**config.mk**
```make
export PLATFORM = sky130hd
export DESIGN_NAME = keypad_scanner_flat
export DESIGN_NICKNAME = d
export VERILOG_FILES = /design/src/rtl/keypad_scanner_if.sv /design/src/rtl/keypad_scanner.sv /design/src/flat_wrapper.sv
export SDC_FILE = /design/constraint.sdc
export NUM_CORES = 1
export LEC_CHECK = 0
export CAP_MARGIN = 40
export CORE_MARGIN = 2
export CORE_UTILIZATION = 31
export CTS_BUF_LIST = sky130_fd_sc_hd__clkbuf_16
export DETAILED_ROUTE_END_ITERATION = 10
export GPL_ROUTABILITY_DRIVEN = 0
export GPL_TIMING_DRIVEN = 0
export PLACE_DENSITY = 0.58
export SYNTH_ARGS = -nofsm -noshare
export SYNTH_HDL_FRONTEND = slang
export SYNTH_SLANG_ARGS = --single-unit
```
**constraint.sdc**
```tcl
create_clock -name i_clk -period 3.5 [get_ports i_clk]
set_clock_uncertainty 0.2 [all_clocks]
set_input_delay 0.35 -clock i_clk [delete_from_list [all_inputs] [get_ports i_clk]]
set_output_delay 0.35 -clock i_clk [all_outputs]
set_load 0.02 [all_outputs]
```
**src/rtl/keypad_scanner_if.sv**
```systemverilog
// Keypad-side signal bundle for keypad_scanner: column sense in, row drive,
// debounced key word and new-key strobe out.
interface keypad_scanner_if;
  logic [3:0]  col_n;
  logic [3:0]  row_n;
  logic [15:0] keypad_word;
  logic        key_strobe;

  modport master (output col_n, input row_n, input keypad_word, input key_strobe);
  modport slave  (input col_n, output row_n, output keypad_word, output key_strobe);
endinterface

```
**src/rtl/keypad_scanner.sv**
```systemverilog
// 4x4 matrix keypad scanner: walks the rows, debounces the first active key,
// and presents {held, idx, row one-hot, col one-hot} for the processor's keypad port.
module keypad_scanner #(
  parameter int SCAN_DIV        = 1000,
  parameter int DEBOUNCE_CYCLES = 20000
) (
  input  logic             i_clk,
  input  logic             i_rst_n,
  keypad_scanner_if.slave  io_kp
);

  localparam int PW = $clog2(SCAN_DIV);
  localparam int DW = $clog2(DEBOUNCE_CYCLES);
  localparam logic [PW-1:0] PRE_MAX = PW'(SCAN_DIV - 1);
  localparam logic [DW-1:0] DEB_MAX = DW'(DEBOUNCE_CYCLES - 1);

  localparam logic [1:0] ST_SCAN     = 2'd0;
  localparam logic [1:0] ST_DEBOUNCE = 2'd1;
  localparam logic [1:0] ST_HELD     = 2'd2;

  logic [3:0]    r_sync1;
  logic [3:0]    r_sync2;
  logic [1:0]    r_state;
  logic [PW-1:0] r_pre;
  logic [1:0]    r_row_idx;
  logic [3:0]    r_col_sel;
  logic [DW-1:0] r_deb_cnt;
  logic [DW-1:0] r_rel_cnt;
  logic [15:0]   r_word;
  logic          r_strobe;

  logic [3:0] w_col;
  logic [3:0] w_low_col;
  logic [3:0] w_row_oh;
  logic [1:0] w_col_pos;
  logic [3:0] w_idx;
  logic       w_tick;
  logic       w_key_active;

  assign w_col        = ~r_sync2;
  // Isolate the lowest active column so simultaneous presses resolve deterministically.
  assign w_low_col    = w_col & (~w_col + 4'd1);
  assign w_row_oh     = 4'b0001 << r_row_idx;
  assign w_tick       = (r_state == ST_SCAN) && (r_pre == PRE_MAX);
  assign w_key_active = |(w_col & r_col_sel);
  assign w_idx        = {r_row_idx, w_col_pos};

  always_comb begin
    w_col_pos = 2'd0;
    case (r_col_sel)
      4'b0010: w_col_pos = 2'd1;
      4'b0100: w_col_pos = 2'd2;
      4'b1000: w_col_pos = 2'd3;
      default: w_col_pos = 2'd0;
    endcase
  end

  always_ff @(posedge i_clk or negedge i_rst_n) begin
    if (!i_rst_n) begin
      r_sync1 <= 4'b1111;
      r_sync2 <= 4'b1111;
    end else begin
      r_sync1 <= io_kp.col_n;
      r_sync2 <= r_sync1;
    end
  end

  always_ff @(posedge i_clk or negedge i_rst_n) begin
    if (!i_rst_n) begin
      r_state   <= ST_SCAN;
      r_pre     <= '0;
      r_row_idx <= 2'd0;
      r_col_sel <= 4'b0000;
      r_deb_cnt <= '0;
      r_rel_cnt <= '0;
      r_word    <= 16'h0000;
      r_strobe  <= 1'b0;
    end else begin
      r_strobe <= 1'b0;
      case (r_state)
        ST_SCAN: begin
          if (w_tick) begin
            r_pre <= '0;
            if (|w_col) begin
              r_col_sel <= w_low_col;
              r_deb_cnt <= '0;
              r_state   <= ST_DEBOUNCE;
            end else begin
              r_row_idx <= r_row_idx + 2'd1;
            end
          end else begin
            r_pre <= r_pre + PW'(1);
          end
        end
        ST_DEBOUNCE: begin
          if (w_key_active) begin
            if (r_deb_cnt == DEB_MAX) begin
              r_word    <= {1'b1, 3'b000, w_idx, w_row_oh, r_col_sel};
              r_strobe  <= 1'b1;
              r_rel_cnt <= '0;
              r_state   <= ST_HELD;
            end else begin
              r_deb_cnt <= r_deb_cnt + DW'(1);
            end
          end else begin
            r_row_idx <= r_row_idx + 2'd1;
            r_state   <= ST_SCAN;
          end
        end
        ST_HELD: begin
          // Any re-assertion of the tracked key restarts the release window.
          if (w_key_active) begin
            r_rel_cnt <= '0;
          end else if (r_rel_cnt == DEB_MAX) begin
            r_word[15] <= 1'b0;
            r_rel_cnt  <= '0;
            r_row_idx  <= r_row_idx + 2'd1;
            r_state    <= ST_SCAN;
          end else begin
            r_rel_cnt <= r_rel_cnt + DW'(1);
          end
        end
        default: r_state <= ST_SCAN;
      endcase
    end
  end

  assign io_kp.row_n       = ~w_row_oh;
  assign io_kp.keypad_word = r_word;
  assign io_kp.key_strobe  = r_strobe;

endmodule
```
**src/flat_wrapper.sv**
```systemverilog
// flat-port wrapper written by rule: the top's interface ports become plain ports
module keypad_scanner_flat 
#(
  parameter int SCAN_DIV        = 1000,
  parameter int DEBOUNCE_CYCLES = 20000
)
  (i_clk, i_rst_n, io_kp_col_n, io_kp_row_n, io_kp_keypad_word, io_kp_key_strobe);
  keypad_scanner_if io_kp_i ();
  input  logic i_clk;
  input  logic i_rst_n;
  input wire logic [$bits(io_kp_i.col_n)-1:0] io_kp_col_n;
  output wire logic [$bits(io_kp_i.row_n)-1:0] io_kp_row_n;
  output wire logic [$bits(io_kp_i.keypad_word)-1:0] io_kp_keypad_word;
  output wire logic [$bits(io_kp_i.key_strobe)-1:0] io_kp_key_strobe;
  assign io_kp_i.col_n = io_kp_col_n;
  assign io_kp_row_n = io_kp_i.row_n;
  assign io_kp_keypad_word = io_kp_i.keypad_word;
  assign io_kp_key_strobe = io_kp_i.key_strobe;
  keypad_scanner #(.SCAN_DIV(SCAN_DIV), .DEBOUNCE_CYCLES(DEBOUNCE_CYCLES)) u_core (.i_clk(i_clk), .i_rst_n(i_rst_n), .io_kp(io_kp_i));
endmodule
```
== Word-level counts from Yosys, hierarchy flattened ==
Index checks and enable logic that the tools add are counted.

* Flip-flop bits (word level): 70
* Output and inout bits: 21

* $add $sub $neg: 5
* Equality and inequality tests: 18
* Shifts and indexed selects: 1
* Multiplexer cells: 33
* Bitwise operators: 5
* Reduce and logical (&&, ||, !) cells: 14

{| class="wikitable"
|+ Operators with widths
! operator !! count
|-
| $mux 15 || 8
|-
| $pmux 15 s2 || 2
|-
| $mux 16 || 2
|-
| $add 15x1->15 const B || 2
|-
| $eq 15x15->1 const B || 2
|-
| $mux 2 || 11
|-
| $pmux 2 s3 || 3
|-
| $reduce_and 5->1 || 3
|-
| $not 4->4 || 3
|-
| $add 10x1->10 const B || 1
|-
| $eq 10x10->1 const B || 1
|-
| $mux 10 || 1
|-
| $ne 2x2->1 const B || 5
|-
| $reduce_and 3->1 || 3
|-
| $and 4x4->4 || 2
|-
| $ne 2x1->1 const B || 4
|-
| $reduce_or 4->1 || 2
|-
| $reduce_and 6->1 || 1
|-
| $mux 1 || 5
|-
| $add 4x1->4 const B || 1
|-
| $eq 4x2->1 const B || 1
|-
| $eq 4x3->1 const B || 1
|-
| $eq 4x4->1 const B || 1
|-
| $reduce_bool 2->1 || 2
|-
| other kinds (9) || 9
|}

== Logic depth before layout (Yosys ltp) ==
* Depth in word-level cells: 5
* Depth in mapped cells: 10
* Gate-level depth less buffers: 7

== Worst setup path before layout ==
No wires, ideal clock.

* Path kind: flip-flop to flip-flop
* Start: reg u_core.r_state[0]
* End: reg u_core.r_row_idx[1]
* Setup time: 0.125 ns
* Data arrival time: 2.154 ns
* Slack: 1.021 ns
* Stages on the path, launching flop included: 9
* Buffers on the path: 1
* Period minus slack after synthesis: 2.479 ns
* Cells stage by stage: dfrtp_1 -> inv_1 -> ha_1 -> clkbuf_1 -> nand3_1 -> nor3_1 -> a21oi_1 -> nor3_2 -> mux2_2

* Word-level cells in the longest chain between the ends: 4

{| class="wikitable"
|+ RTL lines
! what !! RTL line !! text
|-
| start, declared || keypad_scanner.sv:23 || <nowiki>logic [1:0] r_state;</nowiki>
|-
| start signal, assigned || keypad_scanner.sv:70 || <nowiki>r_state <= ST_SCAN;</nowiki>
|-
| start signal, assigned || keypad_scanner.sv:87 || <nowiki>r_state <= ST_DEBOUNCE;</nowiki>
|-
| start signal, assigned || keypad_scanner.sv:101 || <nowiki>r_state <= ST_HELD;</nowiki>
|-
| $logic_not 2->1 || keypad_scanner.sv:44, keypad_scanner.sv:80 ||
|-
| $logic_and 1x1->1 || keypad_scanner.sv:44 || <nowiki>assign w_tick = (r_state == ST_SCAN) && (r_pre == PRE_MAX);</nowiki>
|-
| $ne 2x1->1 (no source line) || -- ||
|-
| $reduce_and 6->1 (no source line) || -- ||
|-
| end signal, assigned || keypad_scanner.sv:89 || <nowiki>r_row_idx <= r_row_idx + 2'd1;</nowiki>
|-
| end signal, assigned || keypad_scanner.sv:106 || <nowiki>r_row_idx <= r_row_idx + 2'd1;</nowiki>
|-
| end signal, assigned || keypad_scanner.sv:117 || <nowiki>r_row_idx <= r_row_idx + 2'd1;</nowiki>
|-
| end, declared || keypad_scanner.sv:25 || <nowiki>logic [1:0] r_row_idx;</nowiki>
|}

Several ways; a longest one is shown, not always the timed one.
A chain may end at the register's enable or synchronous reset.

== Worst setup path in the final report ==
* Start: reg u_core.r_state[1]
* End: reg u_core.r_row_idx[1]

The elaborated chain is that of the path after synthesis.

==> results.py <==
metrics = {
    "run_status": {
        "status": "finished clean",
    },
    "cells_and_area": {
        "fin_nets": 413,
        "fin_util_pct": 38.2,
        "diodes": 0,
        "drive_gt1_share_pct": 13.2,
        "final_common_cell": "dfrtp_1",
        "synthToLayoutAreaGrowth_pct": 21.2,
        "final_cell_mix": "dfrtp_1, nand2_1, clkdlybuf4s50_1",
        "fillers": 1143,
    },
    "global_routing": {
        "grtUsageTotal_pct": 12.6,
        "overflow": 0,
        "grt_pass1_wl_mm": 12.9,
        "grt_max_degree": 41,
        "first_global_vias": 2721,
        "antenna_found_initial": 0,
    },
    "yosys": {
        "synth.avg_cell_area_um2": 9.98,
        "ys_ff_latch": 70,
        "async_flop_share_pct": 100,
        "yosysUniqueCellTypes": 54,
        "yosys_warnings": 0,
        "synth.area.top_cells": "dfrtp_1, dfstp_2, mux2_2",
        "synth_top_cell_by_area": "dfrtp_1",
        "synth_top_cell_area_share_pct": 43.3,
        "ys.flop_type": "dfrtp_1",
        "synth_edf_count": 0,
        "postSynthCellCount": 359,
        "netlist_area_um2": 3580,
        "ys_seq_area_share_pct": 49.2,
    },
    "floorplanning": {
        "dieArea_um2": 12400,
        "fp.dieW_um": 111,
        "core_area_um2": 11400,
        "placementRows": 39,
        "die_y_um": 111,
        "boundaryPins": 27,
        "initial_utilization_pct": 31.5,
    },
    "clocking": {
        "cts_tree": "done",
        "ctsHoldBuffers": 1,
        "path_clk_slew_ns": 0.05,
        "cts_setup_buffers": 0,
        "worstSkewPairLatency_ns": 0.33,
        "cts_buffers": 9,
        "htree_levels": 3,
        "clock_sinks": 70,
        "cts_buffer_depth": 2,
        "root_buffer": "clkbuf_16",
        "cts_resized": 0,
    },
    "sta": {
        "setup-tns-final_ns": 0,
        "fin_ws_ns": 0.474,
        "finalCriticalPeriod_ns": 3.03,
        "fmax_mhz": 330,
        "rsz0062_at_grt": "no",
        "tightest_slew_ns": 0.893,
        "max_slew_margin_pct": 40.0,
        "finalSetupViolCount": 0,
        "finalHoldViolations": 0,
        "min_period_over_period_pct": 86.5,
        "drv_slew": 0,
    },
    "critical_path": {
        "required_ns": 3.51,
        "critPathSlowestCell": "nor3_1",
        "slowest_delay_ns": 0.72,
        "cp.arrival_ns": 3.04,
        "path_delay_family": "simple AND/OR/NAND/NOR gates",
        "critPathCaptureType": "flip-flop",
        "crit_buf_inv": 2,
        "start_kind": "flip-flop",
        "crit_fanout": 10,
        "path_cells": "inv_1, ha_1, clkbuf_1, nand3_1, nor3_1, a21oi_1, nor3_2, mux2_2",
        "crit_type": "reg2reg",
    },
    "place": {
        "port_buffers": 23,
        "hpwl_mm": 5.24,
        "pre_cts_slack_ns": 0.489,
    },
    "worst_hold_path": {
        "hp-class": "reg2reg",
    },
    "routing": {
        "postRouteAntennaNets": 0,
        "wl_per_cell_um": 13.7,
        "first_iter_violations": 141,
        "wl_mm": 7.44,
        "viasPerCell": 5.14,
        "route.detailed.drc": 0,
        "firstDrtPassIters": 4,
        "vias": 2800,
    },
    "pwr": {
        "power_density_nw_per_um2": 417,
        "peakVddDrop_v": 0.000159,
        "leakagePower_nw": 1.83,
    },
    "flow_run": {
        "cap_violations": 0,
    },
}
==> sequential cells by signal (all words and copies together) (netlist names) <==
name and count:
u_core.io_kp.key_strobe 1, u_core.io_kp.keypad_word 13, u_core.r_col_sel 4, u_core.r_deb_cnt 15
u_core.r_pre 10, u_core.r_rel_cnt 15, u_core.r_row_idx 2, u_core.r_state 2
u_core.r_sync1 4, u_core.r_sync2 4
==> final timing paths <==
path,from,end,slack (ns),cells after the start
setup / recovery,u_core.r_state[1],u_core.r_row_idx[1],0.47,8
hold / removal,u_core.r_sync1[2],u_core.r_sync2[2],0.16,0
setup reg to reg,u_core.r_state[1],u_core.r_row_idx[1],0.47,8
hold reg to reg,u_core.r_sync1[2],u_core.r_sync2[2],0.16,0
max in group asynchronous,i_rst_n,u_core.r_sync1[0],2.21,3
min in group asynchronous,i_rst_n,u_core.io_kp.keypad_word[8],0.29,2
==> through the flow <==
stage	instance area, um2	cells	hold slack [ns]	total power [mW]
2_1_floorplan	3590	361	-0.146	0.842
3_3_place_gp	4000	527	0.147	0.866
3_5_place_dp	4020	528	0.114	0.868
4_1_cts	4340	545	0.156	1.83
5_1_grt	4340	545	0.163	1.88
6_report	4340	545	0.156	1.81
==> layout make-up <==
| type | instances | area (um2) | share of cell area, % |
|---|---|---|---|
| well taps | 143 | 179 | 4.12 |
| inverters | 13 | 48.8 | 1.12 |
| clock buffers | 9 | 225 | 5.19 |
| plain buffers | 18 | 92.6 | 2.13 |
| flip-flops and latches | 70 | 1760 | 40.6 |
| multi-input cells | 260 | 1690 | 38.8 |
| repair buffers | 25 | 258 | 5.93 |
| clock inverters | 7 | 91.3 | 2.10 |
==> metal layers <==
metal	share of wire (%)	global-route usage, %	vias to the layer above
met5	0	0	-
met4	1.8	5.93	0
met3	3.0	2.34	10
met2	46	19.7	43
met1	50	16.9	1348
li1	-	-	1399
==> kinds of logic after synthesis <==
group,synth area share (%)
compound gates,14.2
xor+xnor,1.96
fa+ha+maj,3.49
buf+inv,3.95
flops,49.2
mux,4.72
other cells,0.105
simple gates,22.4
==> where the power goes <==
group          internal (mW)  switching [mW]  total [mW]
sequential             0.818         0.00367       0.822
clock                  0.620           0.339       0.959
combinational         0.0111          0.0197      0.0309
==> cell usage after synthesis (all sizes together) (2+ instances only) <==
library cell	count
nand3b	4
xnor2	7
nor2b	2
nor3	12
o21ai	21
o211ai	3
nor4b	4
nand4	11
o22a	3
dfrtp	62
and4	7
nand2b	10
nand3	20
nand2	37
o22ai	2
a21o	2
nor4	4
and3	9
a21oi	6
and2	4
ha	10
nor2	17
or3	4
o31ai	4
inv	13
clkbuf	9
a31oi	15
buf	9
a211o	4
mux2	15
or2	2
dfstp	8
a41oi	4
No activity file was read; power rests on OpenSTA's default activity.
==> patch: new RTL, same settings <==
`DEBOUNCE_CYCLES` is set to 20000 in 2 places; all go to 5000.
--- a/src/rtl/keypad_scanner.sv
+++ b/src/rtl/keypad_scanner.sv
@@ -4,3 +4,3 @@
   parameter int SCAN_DIV        = 1000,
-  parameter int DEBOUNCE_CYCLES = 20000
+  parameter int DEBOUNCE_CYCLES = 5000
 ) (
--- a/src/flat_wrapper.sv
+++ b/src/flat_wrapper.sv
@@ -4,3 +4,3 @@
   parameter int SCAN_DIV        = 1000,
-  parameter int DEBOUNCE_CYCLES = 20000
+  parameter int DEBOUNCE_CYCLES = 5000
 )
Function: no difference found for any inputs over 10 cycles, from zero or initial values and one cycle with i_rst_n low; that may be too few to reach the edited logic, so the function may still have changed.
==> patch against the original RTL <==
Via count decreased by 3.9%; clock power decreased by 20%; combinational power grew 3%; routed wire length fell by 2.2%; cell area down 5.4%; setup slack improved by 290 ps; sequential cell count down 4; total power shrank 13%; critical path depth unchanged; synthesized area is 5.1% lower; highest routed layer unchanged; first-iteration DRC count rose by 66%.
==> patch: results (changes against the original RTL) <==
Status
  – Status: complete, no violations (unchanged)

Yosys
  – Syn. warnings: 0 (unchanged)
  – Dominant cell type by area after synthesis: dfrtp_1 (unchanged)
  – Seq/Total Area, Yosys: 48.9% (was 49.2%)
  – Number of synthesized flops with an enable pin: 0 (unchanged)
  – FFs w/ async S/R, synth: 100% (unchanged)
  – Synth top area cells: dfrtp_1, dfstp_2, mux2_2 (unchanged)
  – Unique masters post-synth: 57 (was 54)
  – Post-synth top cells: dfrtp_1, nand2_1, o21ai_0 (was dfrtp_1, nand2_1, nand3_1, o21ai_0, nor2_1)

Hold path
  – Hold depth: 0 (unchanged)
  – Worst Hold End: u_core.r_sync2[2]$_DFF_PN1_ (unchanged)
  – Min-delay src: u_core.r_sync1[2]$_DFF_PN1_ (unchanged)
  – Hold crit path type: reg2reg (unchanged)

Clocking
  – # H-tree levels: 3 (unchanged)
  – Clock buffer depth: 2 (unchanged)
  – Clock Tree Root: clkbuf_16 (unchanged)
  – Worst-path clk slew: 50 ps (about the same)
  – CTS resizes: 0 (unchanged)
  – Setup bufs post-CTS: 0 (unchanged)
  – Cts hold-fix bufs: 1 (unchanged)
  – CTS Buf Count: 9 (unchanged)
  – Clock latency on the worst-skew pair: approximately 320 ps

GRT
  – Number of global-route vias before repair: 2635 (was 2721)
  – Largest net degree at the start of global routing: 46 (was 41)
  – Global-route wire length before repair: 12.8 mm (was 12.9 mm)
  – GRT Total Usage: 13.7% (was 12.6%)
  – Antenna violations before repair: 0 (unchanged)

Critical path
  – Slowest CP cell: nor4_1 (was nor3_1)
  – Reg2Reg Depth: 8 (unchanged)
  – CP arrival: 2740 ps (was 3040 ps)
  – R2r setup slk: 760 ps (was 470 ps)
  – RR Endpoint: u_core.r_row_idx[1]$_DFFE_PN0P_ (unchanged)
  – Crit path max fanout: 10 (unchanged)
  – Delay-heaviest family, CP: simple AND/OR/NAND/NOR gates (unchanged)
  – Max incr delay on CP: 760 ps (was 720 ps)
  – RR Startpoint: u_core.r_state[1]$_DFFE_PN0P_ (unchanged)

Place
  – DP HPWL: 5.13 mm (was 5.24 mm)
  – Port bufs: 23 (unchanged)

Power and ir drop
  – Static Leak: 1.74 nW (was 1.83 nW)
  – Switching Fraction: 20.7% (was 20.0%)
  – Peak VDD IR: 0.218 mV (was 0.159 mV)

Detailed routing
  – DR iter-0 viols: 234 (was 141)
  – DR pass1 iterations: 4 (unchanged)
  – Vias: 2692 (was 2800)
  – Routed WL: 7.28 mm (was 7.44 mm)

Layout
  – Fill cell count: 1061 (was 1143)
  – Diode count: 0 (unchanged)
  – Share of layout cells above drive strength 1: 13.6% (was 13.2%)
  – Nets: 394 (was 413)

STA
  – Relative slew slack: 43.9% (was 40.0%)
  – WHS: 156 ps (about the same)
## patch: cell types whose count changed in the layout (fill, tap and decap cells not counted), sizes merged, moves of 5 or more
cell    change
nand2b      -5
a31oi      -13
o22a        +6
nor4       +10
nand3       -7
nor2        +5
and4        -6
## patch: logic make-up after synthesis
logic type / after synthesis / synth area share (%)
adder cells (fa/ha/maj): 10 / 3.68
flip-flops: 66 / 48.9
multiplexers: 17 / 5.70
other: 1 / 0.110
AND/OR/NAND/NOR: 142 / 22.8
XOR/XNOR: 9 / 2.32
AO/OA/AOI/OAI: 64 / 12.8
buffers and inverters: 29 / 3.68
## patch: area by class of cell
class / instances / area [um^2] / area share (%)
plain buffers: 11 / 57.6 / 1.40
clock buffers: 9 / 225 / 5.48
clock inverters: 7 / 27.5 / 0.670
inverters: 18 / 67.6 / 1.64
multi-input cells: 245 / 1620 / 39.4
flip-flops and latches: 66 / 1660 / 40.4
well taps: 140 / 175 / 4.26
repair buffers: 27 / 275 / 6.70
## patch: power groups by stage
stage	logic (mW)	clock network [mW]	registers [mW]
5_1_grt	0.0372	0.828	0.777
2_1_floorplan	0.00729	0	0.788
3_5_place_dp	0.0328	0	0.789
6_report	0.0318	0.764	0.777
3_3_place_gp	0.0287	0	0.789
4_1_cts	0.0338	0.789	0.776
## patch: layer usage
layer	track usage, %	up-vias	routed length (um)
met5	0	-	0
met4	4.03	0	74
met3	4.18	7	311
met2	21.5	57	3430
met1	18.1	1320	3460
li1	-	1308	-
## patch: worst max path at each step
stage / start / endpoint / slack, ps / depth (start not counted)
3_5_place_dp: u_core.r_state[1]$_DFFE_PN0P_ / u_core.r_row_idx[1]$_DFFE_PN0P_ / 800 / 8
4_1_cts: u_core.r_state[1]$_DFFE_PN0P_ / u_core.r_row_idx[1]$_DFFE_PN0P_ / 780 / 8
2_1_floorplan: u_core.r_state[1]$_DFFE_PN0P_ / u_core.r_row_idx[1]$_DFFE_PN0P_ / 1020 / 8
5_1_grt: u_core.r_state[1]$_DFFE_PN0P_ / u_core.r_row_idx[1]$_DFFE_PN0P_ / 530 / 8
3_3_place_gp: i_rst_n / u_core.r_deb_cnt[10]$_DFFE_PN0P_ / -380 / 1
6_report: u_core.r_state[1]$_DFFE_PN0P_ / u_core.r_row_idx[1]$_DFFE_PN0P_ / 760 / 8
## patch: through the flow
| step | std cells | instance area (um^2) | setup slack (ps) | power [mW] | setup TNS, ps |
|---|---|---|---|---|---|
| 6_report | 523 | 4110 | 763 | 1.57 | 0 |
| 5_1_grt | 523 | 4110 | 526 | 1.64 | 0 |
| 4_1_cts | 523 | 4110 | 781 | 1.60 | 0 |
| 3_5_place_dp | 506 | 3850 | 805 | 0.822 | 0 |
| 3_3_place_gp | 503 | 3810 | -384 | 0.818 | -21990 |
| 2_1_floorplan | 340 | 3410 | 1020 | 0.795 | 0 |
